`src/rtl/video_pkg.sv`:
```
// Shared constants and types for the RGB555 test-pattern generator.
package video_pkg;

  localparam int unsigned HActive = 640;
  localparam int unsigned VActive = 480;

  // RGB555 field layout: {R[14:10], G[9:5], B[4:0]}
  localparam int unsigned PixW  = 15;
  localparam int unsigned ChanW = 5;
  localparam int unsigned RLsb  = 10;
  localparam int unsigned GLsb  = 5;
  localparam int unsigned BLsb  = 0;

  typedef enum logic [1:0] {
    PatSolid = 2'd0,
    PatBars  = 2'd1,
    PatCheck = 2'd2,
    PatGrad  = 2'd3
  } pattern_e;

  // White, yellow, cyan, green, magenta, red, blue, black
  localparam logic [PixW-1:0] BarColors [8] = '{
    15'h7FFF, 15'h7FE0, 15'h03FF, 15'h03E0,
    15'h7C1F, 15'h7C00, 15'h001F, 15'h0000
  };

endpackage

```
`src/rtl/video_timing_tracker.sv`:
```
// Follows the driver's DE/VSYNC to keep pixel, line and frame position, the latched
// pattern mode and colour-bar index; exports the coordinates of the pixel being prepared.
module video_timing_tracker
  import video_pkg::*;
#(
  parameter int unsigned BarW = 80
) (
  input  logic      clk_i,
  input  logic      rst_ni,
  input  logic      de_i,
  input  logic      v_i,
  input  logic [1:0] sel_i,
  output logic [10:0] pix_x_o,
  output logic [9:0]  pix_y_o,
  output logic [7:0]  frame_cnt_o,
  output pattern_e    mode_o,
  output logic [10:0] next_x_o,
  output logic [2:0]  next_bar_o
);

  localparam int unsigned BarCntW = (BarW > 1) ? $clog2(BarW) : 1;

  logic               de_q, v_q;
  logic               de_fall, v_fall;
  logic [10:0]        pix_x_q, pix_x_d;
  logic [9:0]         pix_y_q, pix_y_d;
  logic [7:0]         frame_q, frame_d;
  pattern_e           mode_q, mode_d;
  logic [2:0]         bar_q, bar_d;
  logic [BarCntW-1:0] bar_cnt_q, bar_cnt_d;

  always_comb begin
    de_fall   = de_q & ~de_i;
    v_fall    = v_q & ~v_i;
    pix_x_d   = '0;
    bar_d     = '0;
    bar_cnt_d = '0;
    if (de_i) begin
      pix_x_d = (pix_x_q == 11'h7FF) ? pix_x_q : pix_x_q + 11'd1;
      // Bar index advances on the pixel after the last one of the current bar.
      if (bar_cnt_q == BarCntW'(BarW - 1)) begin
        bar_cnt_d = '0;
        bar_d     = (bar_q == 3'd7) ? bar_q : bar_q + 3'd1;
      end else begin
        bar_cnt_d = bar_cnt_q + 1'b1;
        bar_d     = bar_q;
      end
    end

    pix_y_d = pix_y_q;
    if (!v_i) begin
      pix_y_d = '0;
    end else if (de_fall && (pix_y_q != 10'h3FF)) begin
      pix_y_d = pix_y_q + 10'd1;
    end

    frame_d = frame_q;
    mode_d  = mode_q;
    if (v_fall) begin
      frame_d = frame_q + 8'd1;
      mode_d  = pattern_e'(sel_i);
    end
  end

  always_ff @(posedge clk_i or negedge rst_ni) begin
    if (!rst_ni) begin
      de_q      <= 1'b0;
      v_q       <= 1'b0;
      pix_x_q   <= '0;
      pix_y_q   <= '0;
      frame_q   <= '0;
      mode_q    <= PatSolid;
      bar_q     <= '0;
      bar_cnt_q <= '0;
    end else begin
      de_q      <= de_i;
      v_q       <= v_i;
      pix_x_q   <= pix_x_d;
      pix_y_q   <= pix_y_d;
      frame_q   <= frame_d;
      mode_q    <= mode_d;
      bar_q     <= bar_d;
      bar_cnt_q <= bar_cnt_d;
    end
  end

  assign pix_x_o     = pix_x_q;
  assign pix_y_o     = pix_y_q;
  assign frame_cnt_o = frame_q;
  assign mode_o      = mode_q;
  assign next_x_o    = pix_x_d;
  assign next_bar_o  = bar_d;

endmodule

```
`src/rtl/video_pattern_gen.sv`:
```
// RGB555 test-pattern source for the CH7301C driver: solid, colour bars, animated
// checker or gradient, with pix_data registered so it lines up with DE.
module video_pattern_gen
  import video_pkg::*;
#(
  parameter int unsigned H_ACTIVE    = HActive,
  parameter int unsigned BAR_W       = H_ACTIVE / 8,
  parameter int unsigned CHECK_LOG2  = 5,
  parameter int unsigned ANIM_BIT    = 5,
  parameter logic [14:0] SOLID_COLOR = 15'h7C00
) (
  input  logic        clk25_2,
  input  logic        rst_n,
  input  logic        dvi_de,
  input  logic        dvi_v,
  input  logic [1:0]  pattern_sel,
  output logic [14:0] pix_data,
  output logic [10:0] pix_x,
  output logic [9:0]  pix_y,
  output logic [7:0]  frame_cnt
);

  pattern_e          mode;
  logic [10:0]       next_x;
  logic [2:0]        next_bar;
  logic [ChanW-1:0]  grad_x, grad_y;
  logic [PixW-1:0]   pat;
  logic [PixW-1:0]   pix_data_q, pix_data_d;
  logic              unused_bits;

  video_timing_tracker #(
    .BarW (BAR_W)
  ) u_tracker (
    .clk_i       (clk25_2),
    .rst_ni      (rst_n),
    .de_i        (dvi_de),
    .v_i         (dvi_v),
    .sel_i       (pattern_sel),
    .pix_x_o     (pix_x),
    .pix_y_o     (pix_y),
    .frame_cnt_o (frame_cnt),
    .mode_o      (mode),
    .next_x_o    (next_x),
    .next_bar_o  (next_bar)
  );

  // Pattern is evaluated for the pixel that will be on the wire next cycle.
  always_comb begin
    grad_x = next_x[8:4];
    grad_y = pix_y[8:4];
    pat    = '0;
    unique case (mode)
      PatSolid: pat = SOLID_COLOR;
      PatBars:  pat = BarColors[next_bar];
      PatCheck: pat = (next_x[CHECK_LOG2] ^ pix_y[CHECK_LOG2] ^ frame_cnt[ANIM_BIT]) ?
                      15'h7FFF : 15'h0000;
      PatGrad:  pat = {grad_x, grad_y, grad_x ^ grad_y};
    endcase
    pix_data_d = dvi_v ? pat : '0;
  end

  always_ff @(posedge clk25_2 or negedge rst_n) begin
    if (!rst_n) begin
      pix_data_q <= '0;
    end else begin
      pix_data_q <= pix_data_d;
    end
  end

  assign pix_data    = pix_data_q;
  assign unused_bits = ^{next_x, pix_y};

endmodule

```
`config.mk`:
```
export PLATFORM = sky130hd
export DESIGN_NAME = video_pattern_gen
export DESIGN_NICKNAME = d
export VERILOG_FILES = /design/src/rtl/video_pkg.sv /design/src/rtl/video_timing_tracker.sv /design/src/rtl/video_pattern_gen.sv
export SDC_FILE = /design/constraint.sdc
export NUM_CORES = 1
export LEC_CHECK = 0
export CAP_MARGIN = 40
export CORE_MARGIN = 1.5
export CORE_UTILIZATION = 30
export CTS_CLUSTER_SIZE = 30
export DETAILED_ROUTE_END_ITERATION = 8
export HOLD_SLACK_MARGIN = 0.05
export PLACE_DENSITY = 0.6
export SETUP_SLACK_MARGIN = 0.05
export SLEW_MARGIN = 0
export SYNTH_ARGS = -nofsm -noshare
export SYNTH_HDL_FRONTEND = slang
export SYNTH_SLANG_ARGS = --single-unit
```
`constraint.sdc`:
```
create_clock -name clk25_2 -period 3.73 [get_ports clk25_2]
set_clock_uncertainty 0.1 [all_clocks]
set_input_delay 0.5595 -clock clk25_2 [delete_from_list [all_inputs] [get_ports clk25_2]]
set_output_delay 0.5595 -clock clk25_2 [all_outputs]
set_load 0.05 [all_outputs]
```
== After elaboration in Yosys (flattened, before gate mapping) ==
Memories as Yosys holds them, arrays and structs flattened.
Index checks and enable logic that the tools add are counted.

* Flip-flop bits (word level): 58
* Latch bits: 0
* Bits in writable memories: 0
* Bits in read-only memories: 120
* Output and inout port bits: 44
* Word-level logic and storage cells: 50
* Memories kept: 1

* $add $sub $neg: 5
* Multiply operators: 0
* Divide/modulo/power cells: 0
* Order comparisons: 1
* Equal/unequal tests: 9
* Shift-type cells: 0
* Multiplexer cells: 14
* Bitwise operators: 8
* Reduce and logical (&&, ||, !) cells: 2

{| class="wikitable"
|+ Memories
! memory !! words !! bits a word !! rd ports !! clocked after Yosys merged registers in !! wr ports !! RTL line !! text
|-
| (no name shown) || 8 || 15 || 1 || 0 || 0 || video_pattern_gen.sv:54 || <nowiki>PatBars: pat = BarColors[next_bar];</nowiki>
|}

{| class="wikitable"
|+ Operators by type and width
! kind !! count
|-
| 15-bit 2-to-1 mux || 4
|-
| 15-bit case mux with 4 select lines || 1
|-
| 11-bit 2-to-1 mux || 2
|-
| 10-bit 2-to-1 mux || 2
|-
| 7-bit 2-to-1 mux || 2
|-
| 11-bit by 1-bit adder with 11-bit output (second input constant) || 1
|-
| 11-bit == test (second input constant) || 1
|-
| 10-bit by 1-bit adder with 10-bit output (second input constant) || 1
|-
| 10-bit inequality test (second input constant) || 1
|-
| 3-bit 2-to-1 mux || 3
|-
| 8-bit by 1-bit adder with 8-bit output (second input constant) || 1
|-
| 7-bit by 1-bit adder with 7-bit output (second input constant) || 1
|-
| 7-bit == test (second input constant) || 1
|-
| 5-bit XOR || 1
|-
| 2-bit == test (second input constant) || 2
|-
| 4-bit >= comparator (second input constant) || 1
|-
| 3-bit inverter with 4-bit output || 1
|-
| 3-bit by 1-bit adder with 3-bit output (second input constant) || 1
|-
| 3-bit == test (second input constant) || 1
|-
| 1-bit bitwise AND || 2
|-
| 2-bit by 1-bit == test with 1-bit output (second input constant) || 1
|-
| 2-bit zero test || 1
|-
| 2-bit by 1-bit inequality test with 1-bit output (second input constant) || 1
|-
| 2-bit inequality test (second input constant) || 1
|-
| 3 further kinds || 5
|}

== Logic depth before layout (Yosys ltp) ==
* Word-level depth: 10
* Depth in mapped cells: 8

== Hierarchy ==
A second synthesis with hierarchy kept.

* Cells, all modules: 252
* Area, all modules: 2,718.9 um2

{| class="wikitable"
|+ By module, submodules not included
! module !! instances !! cells each !! area each (um2)
|-
| video_timing_tracker || 1 || 188 || 2,035.7
|-
| video_pattern_gen || 1 || 64 || 683.2
|}

== Worst setup path before layout ==
OpenSTA, ideal clock, no wires.

* Kind: reg2reg
* From: register u_tracker.pix_x_q[0] (netlist: u_tracker.pix_x_o[0])
* To: register pix_data_q[2] (netlist: pix_data[2])
* Arrival: 2,257 ps
* Slack: 1,254 ps
* Stages on the path, launching flop included: 8
* Path buffers: 0
* Cells stage by stage: dfrtp_1 -> ha_1 -> nand2_1 -> or4b_2 -> o211ai_1 -> xor2_1 -> nor2_1 -> o21a_1

* Word-level cells in the longest chain between the ends: 8

{| class="wikitable"
|+ RTL lines
! item !! RTL line !! text
|-
| start, declared || video_timing_tracker.sv:25 || <nowiki>logic [10:0] pix_x_q, pix_x_d;</nowiki>
|-
| start signal, assigned || video_timing_tracker.sv:78 || <nowiki>pix_x_q <= pix_x_d;</nowiki>
|-
| 11-bit by 1-bit adder with 11-bit output / 11-bit == test (equally long branches) || video_timing_tracker.sv:39 || <nowiki>pix_x_d = (pix_x_q == 11'h7FF) ? pix_x_q : pix_x_q + 11'd1;</nowiki>
|-
| 11-bit 2-to-1 mux * || video_timing_tracker.sv:39 ||
|-
| 11-bit 2-to-1 mux * || video_timing_tracker.sv:38 || <nowiki>if (de_i) begin</nowiki>
|-
| 1-bit XOR (2 in a row) || video_pattern_gen.sv:55 || <nowiki>PatCheck: pat = (next_x[CHECK_LOG2] ^ pix_y[CHECK_LOG2] ^ frame_cnt[ANIM_BIT]) ?</nowiki>
|-
| 15-bit 2-to-1 mux || video_pattern_gen.sv:55 ||
|-
| 15-bit case mux with 4 select lines * || video_pattern_gen.sv:52 || <nowiki>unique case (mode)</nowiki>
|-
| 15-bit 2-to-1 mux * || video_pattern_gen.sv:59 || <nowiki>pix_data_d = dvi_v ? pat : '0;</nowiki>
|-
| named net pix_data_d[2] || video_pattern_gen.sv:28 || <nowiki>logic [PixW-1:0] pix_data_q, pix_data_d;</nowiki>
|-
| end signal, assigned || video_pattern_gen.sv:66 || <nowiki>pix_data_q <= pix_data_d;</nowiki>
|-
| end, declared || video_pattern_gen.sv:28 ||
|}

Mark *: on every way through the listed nets, which the timed path passes. The rest lies on a longest branch. The select of a mux whose other input is x is not followed.
A chain may end at the register's enable or synchronous reset.

== Worst setup path in the final report ==
* From: input dvi_de
* To: register u_tracker.pix_y_q[8] (netlist: u_tracker.pix_y_o[8])

* Word-level cells in the longest chain between the ends: 4

{| class="wikitable"
|+ RTL lines
! item !! RTL line !! text
|-
| start, declared || video_pattern_gen.sv:14 || <nowiki>input logic dvi_de,</nowiki>
|-
| 1-bit inverter || video_timing_tracker.sv:33 || <nowiki>de_fall = de_q & ~de_i;</nowiki>
|-
| 1-bit bitwise AND || video_timing_tracker.sv:33 ||
|-
| 1-bit logical AND || video_timing_tracker.sv:53 || <nowiki>end else if (de_fall && (pix_y_q != 10'h3FF)) begin</nowiki>
|-
| 2-bit by 1-bit inequality test with 1-bit output (no source line) || n/a ||
|-
| end signal, assigned || video_timing_tracker.sv:79 || <nowiki>pix_y_q <= pix_y_d;</nowiki>
|-
| end, declared || video_timing_tracker.sv:26 || <nowiki>logic [9:0] pix_y_q, pix_y_d;</nowiki>
|}

No other way between the ends.

==> impl_metrics.toml <==
[critical_path]
cp.required_ns = 3.83
cp-end-kind = "register"
slowest_stage = "clkdlybuf4s50_1"
cp_top_family = "buffers and inverters"
reg2reg_from = "u_tracker.pix_x_o[1]"
path_cells = "clkdlybuf4s50_1, inv_1, o311a_1, and3_1, or3b_2, xor2_1, nor2_1"
timing.rr.end = "pix_data[2]"
reg2reg_slack_ns = 1.39
critPathMaxStageDelay_ns = 0.63
cp_max_fo = 11
path_buf_inv = 2
worst_setup_path_start_kind = "input port"
arrival_ns = 2.52
path_class = "in2reg"
r2r_cells = 7

[pwr]
vdd_drop_max_mv = 0.2984
pwr_density_cell_mw_per_mm2 = 497.6
p_leak_nw = 1.506

[hold_path]
min-delay-start = "u_tracker.bar_cnt_q[0]"
hp-class = "reg2reg"
worstHoldPathCells = 1
worstHoldEndpoint = "u_tracker.bar_cnt_q[0]"

[timing]
worstMarginPinSlew_ns = 0.7972
hold_ws_ns = 0.3540
slew-limit-headroom_pct = 46.18
fin_setup_tns_ns = 0
max_freq_mhz = 412.1
hold_viol_final = 0
fin_crit_ns = 2.426
setup_violations = 0
min_period_over_period_pct = 65.05
slew_violations = 0
rsz0062_at_grt = "false"

[floorplan]
dieWidth_um = 96.59
pin_count = 50
start_util_pct = 31.50
die_h_um = 96.59
num_rows = 33
dieArea_mm2 = 0.009329
core_area_mm2 = 0.008341

[global_route]
grt_pass1_wl_mm = 9.673
grt_use_total_pct = 13.99
antenna_found_initial = 0
overflow = 0
grt_max_degree = 25
grt_pass1_vias = 1910

[logic_synthesis]
synth_cell_types = 41
synth-seq-cells = 58
yosysWarnings = 0
yosysSeqAreaShare_pct = 55.24
synth-edff-count = 0
syn_nets = 259
syn_avg_cell_area_um2 = 10.59
syn-cell-area_mm2 = 0.002628
synth-async-reset-ratio_pct = 100.0
synthFlopType = "dfrtp_1"
synthCells = 248

[place]
portBuffers = 49
dp_hpwl_mm = 4.061
gp_congestion = 0.8113

[drt]
dr.first_iter.drc_count = 112
vias_per_cell = 4.768
drc = 0
drt_wl_total_mm = 5.748
drtAntennaViolNets = 0
dr.pass1.iters = 4
avgRoutedWirePerCell_um = 13.88
via_count = 1974

[clock_tree]
ctsResizeCount = 0
cts_buffers = 9
htree_levels = 3
clk_pin_slew_ns = 0.07
root_buffer = "clkbuf_8"
clock_sinks = 58
tritoncts = "done"
clk_path_buf_depth = 2
ctsHoldBuffers = 1
cts_setup_buffers = 0
clk_latency_ns = 0.33

[finish]
drive_gt1_share_pct = 9.061
final_common_cell = "dfrtp_1"
synthToLayoutAreaGrowth_pct = 30.95
diodes = 0
fin_nets = 316
layout_common_cells = "58 x dfrtp_1, 48 x clkdlybuf4s50_1, 39 x nor2_1"
regArea_mm2 = 0.001451
multi_input_area_mm2 = 0.001122
fill_cells = 825

[outcome]
status = "finished clean"

[run]
drv_cap = 0
kinds of logic after synthesis:
family	after synthesis	synth area share, %
fa+ha+maj	5	2.381
mux	8	3.190
flops	58	55.24
xor+xnor	27	9.000
buf+inv	14	2.048
compound gates	37	9.572
simple gates	99	18.57
cell type report:
| class | count | area share [%] |
|---|---|---|
| sequential | 58 | 42.18 |
| clock buffer | 11 | 4.400 |
| multi-input combinational | 176 | 32.62 |
| clock inverter | 4 | 0.8000 |
| timing repair buffer | 53 | 15.42 |
| tap | 105 | 3.818 |
| inverter | 7 | 0.7636 |
per-stage QoR:
stage,total power [mW],setup slack (ns),instance area (um2),std cells,util (%)
global placement,1.199,0.9968,3232,397,38.75
detailed placement,1.204,0.9594,3252,398,38.99
global route,1.799,1.098,3441,414,41.25
finish,1.712,1.304,3441,414,41.25
floorplan,1.039,1.254,2628,248,-
CTS,1.736,1.312,3441,414,41.25
worst max-delay path by stage:
stage / startpoint / slack, ns / to / depth (start not counted)
5_1_grt: dvi_de / 1.10 / u_tracker.pix_y_o[8] / 7
2_1_floorplan: u_tracker.pix_x_o[0] / 1.25 / pix_data[2] / 7
3_5_place_dp: dvi_de / 0.96 / u_tracker.pix_y_o[8] / 7
4_1_cts: dvi_de / 1.31 / u_tracker.pix_y_o[8] / 7
6_report: dvi_de / 1.30 / u_tracker.pix_y_o[8] / 7
3_3_place_gp: dvi_de / 1.0 / u_tracker.pix_y_o[8] / 7
report_power, final:
part / internal (mW) / switching, mW
Clock: 0.272 / 0.252
Sequential: 0.690 / 0.0568
Combinational: 0.152 / 0.289
sequential cells by signal, summed over array words and instances (netlist names):
register / count
u_tracker.pix_x_o: 11
u_tracker.bar_cnt_q: 7
u_tracker.bar_q: 3
u_tracker.de_q: 1
u_tracker.pix_y_o: 10
pix_data: 15
u_tracker.frame_cnt_o: 8
u_tracker.mode_o: 2
u_tracker.v_q: 1
cell usage after synthesis, types with 2 or more instances:
cell type   n  share of area, %
dfrtp_1    58                55
nor2_1     39               5.6
nand2_1    24               3.4
xnor2_1    14               4.7
xor2_1     13               4.3
a21oi_1     9               1.7
o21a_1      8               2.3
o21ai_0     8               1.5
inv_1       7               1.0
nand3_1     7               1.3
clkbuf_1    6              0.86
nand4_1     6               1.4
ha_1        5               2.4
mux2i_1     5               1.9
and3_1      4              0.95
mux2_2      3               1.3
nor2b_1     3              0.71
nor3_1      3              0.57
and2_1      2              0.48
nand2b_1    2              0.48
or3_1       2              0.48
per-layer routing:
layer	GRT usage (%)	routed length, um	part of all wire [%]
met1	19.53	2797	49
met5	0	0	0
met2	19.99	2511	44
met3	4.617	335	5.8
met4	5.314	104	1.8
Power figures use the tool's default switching activity.
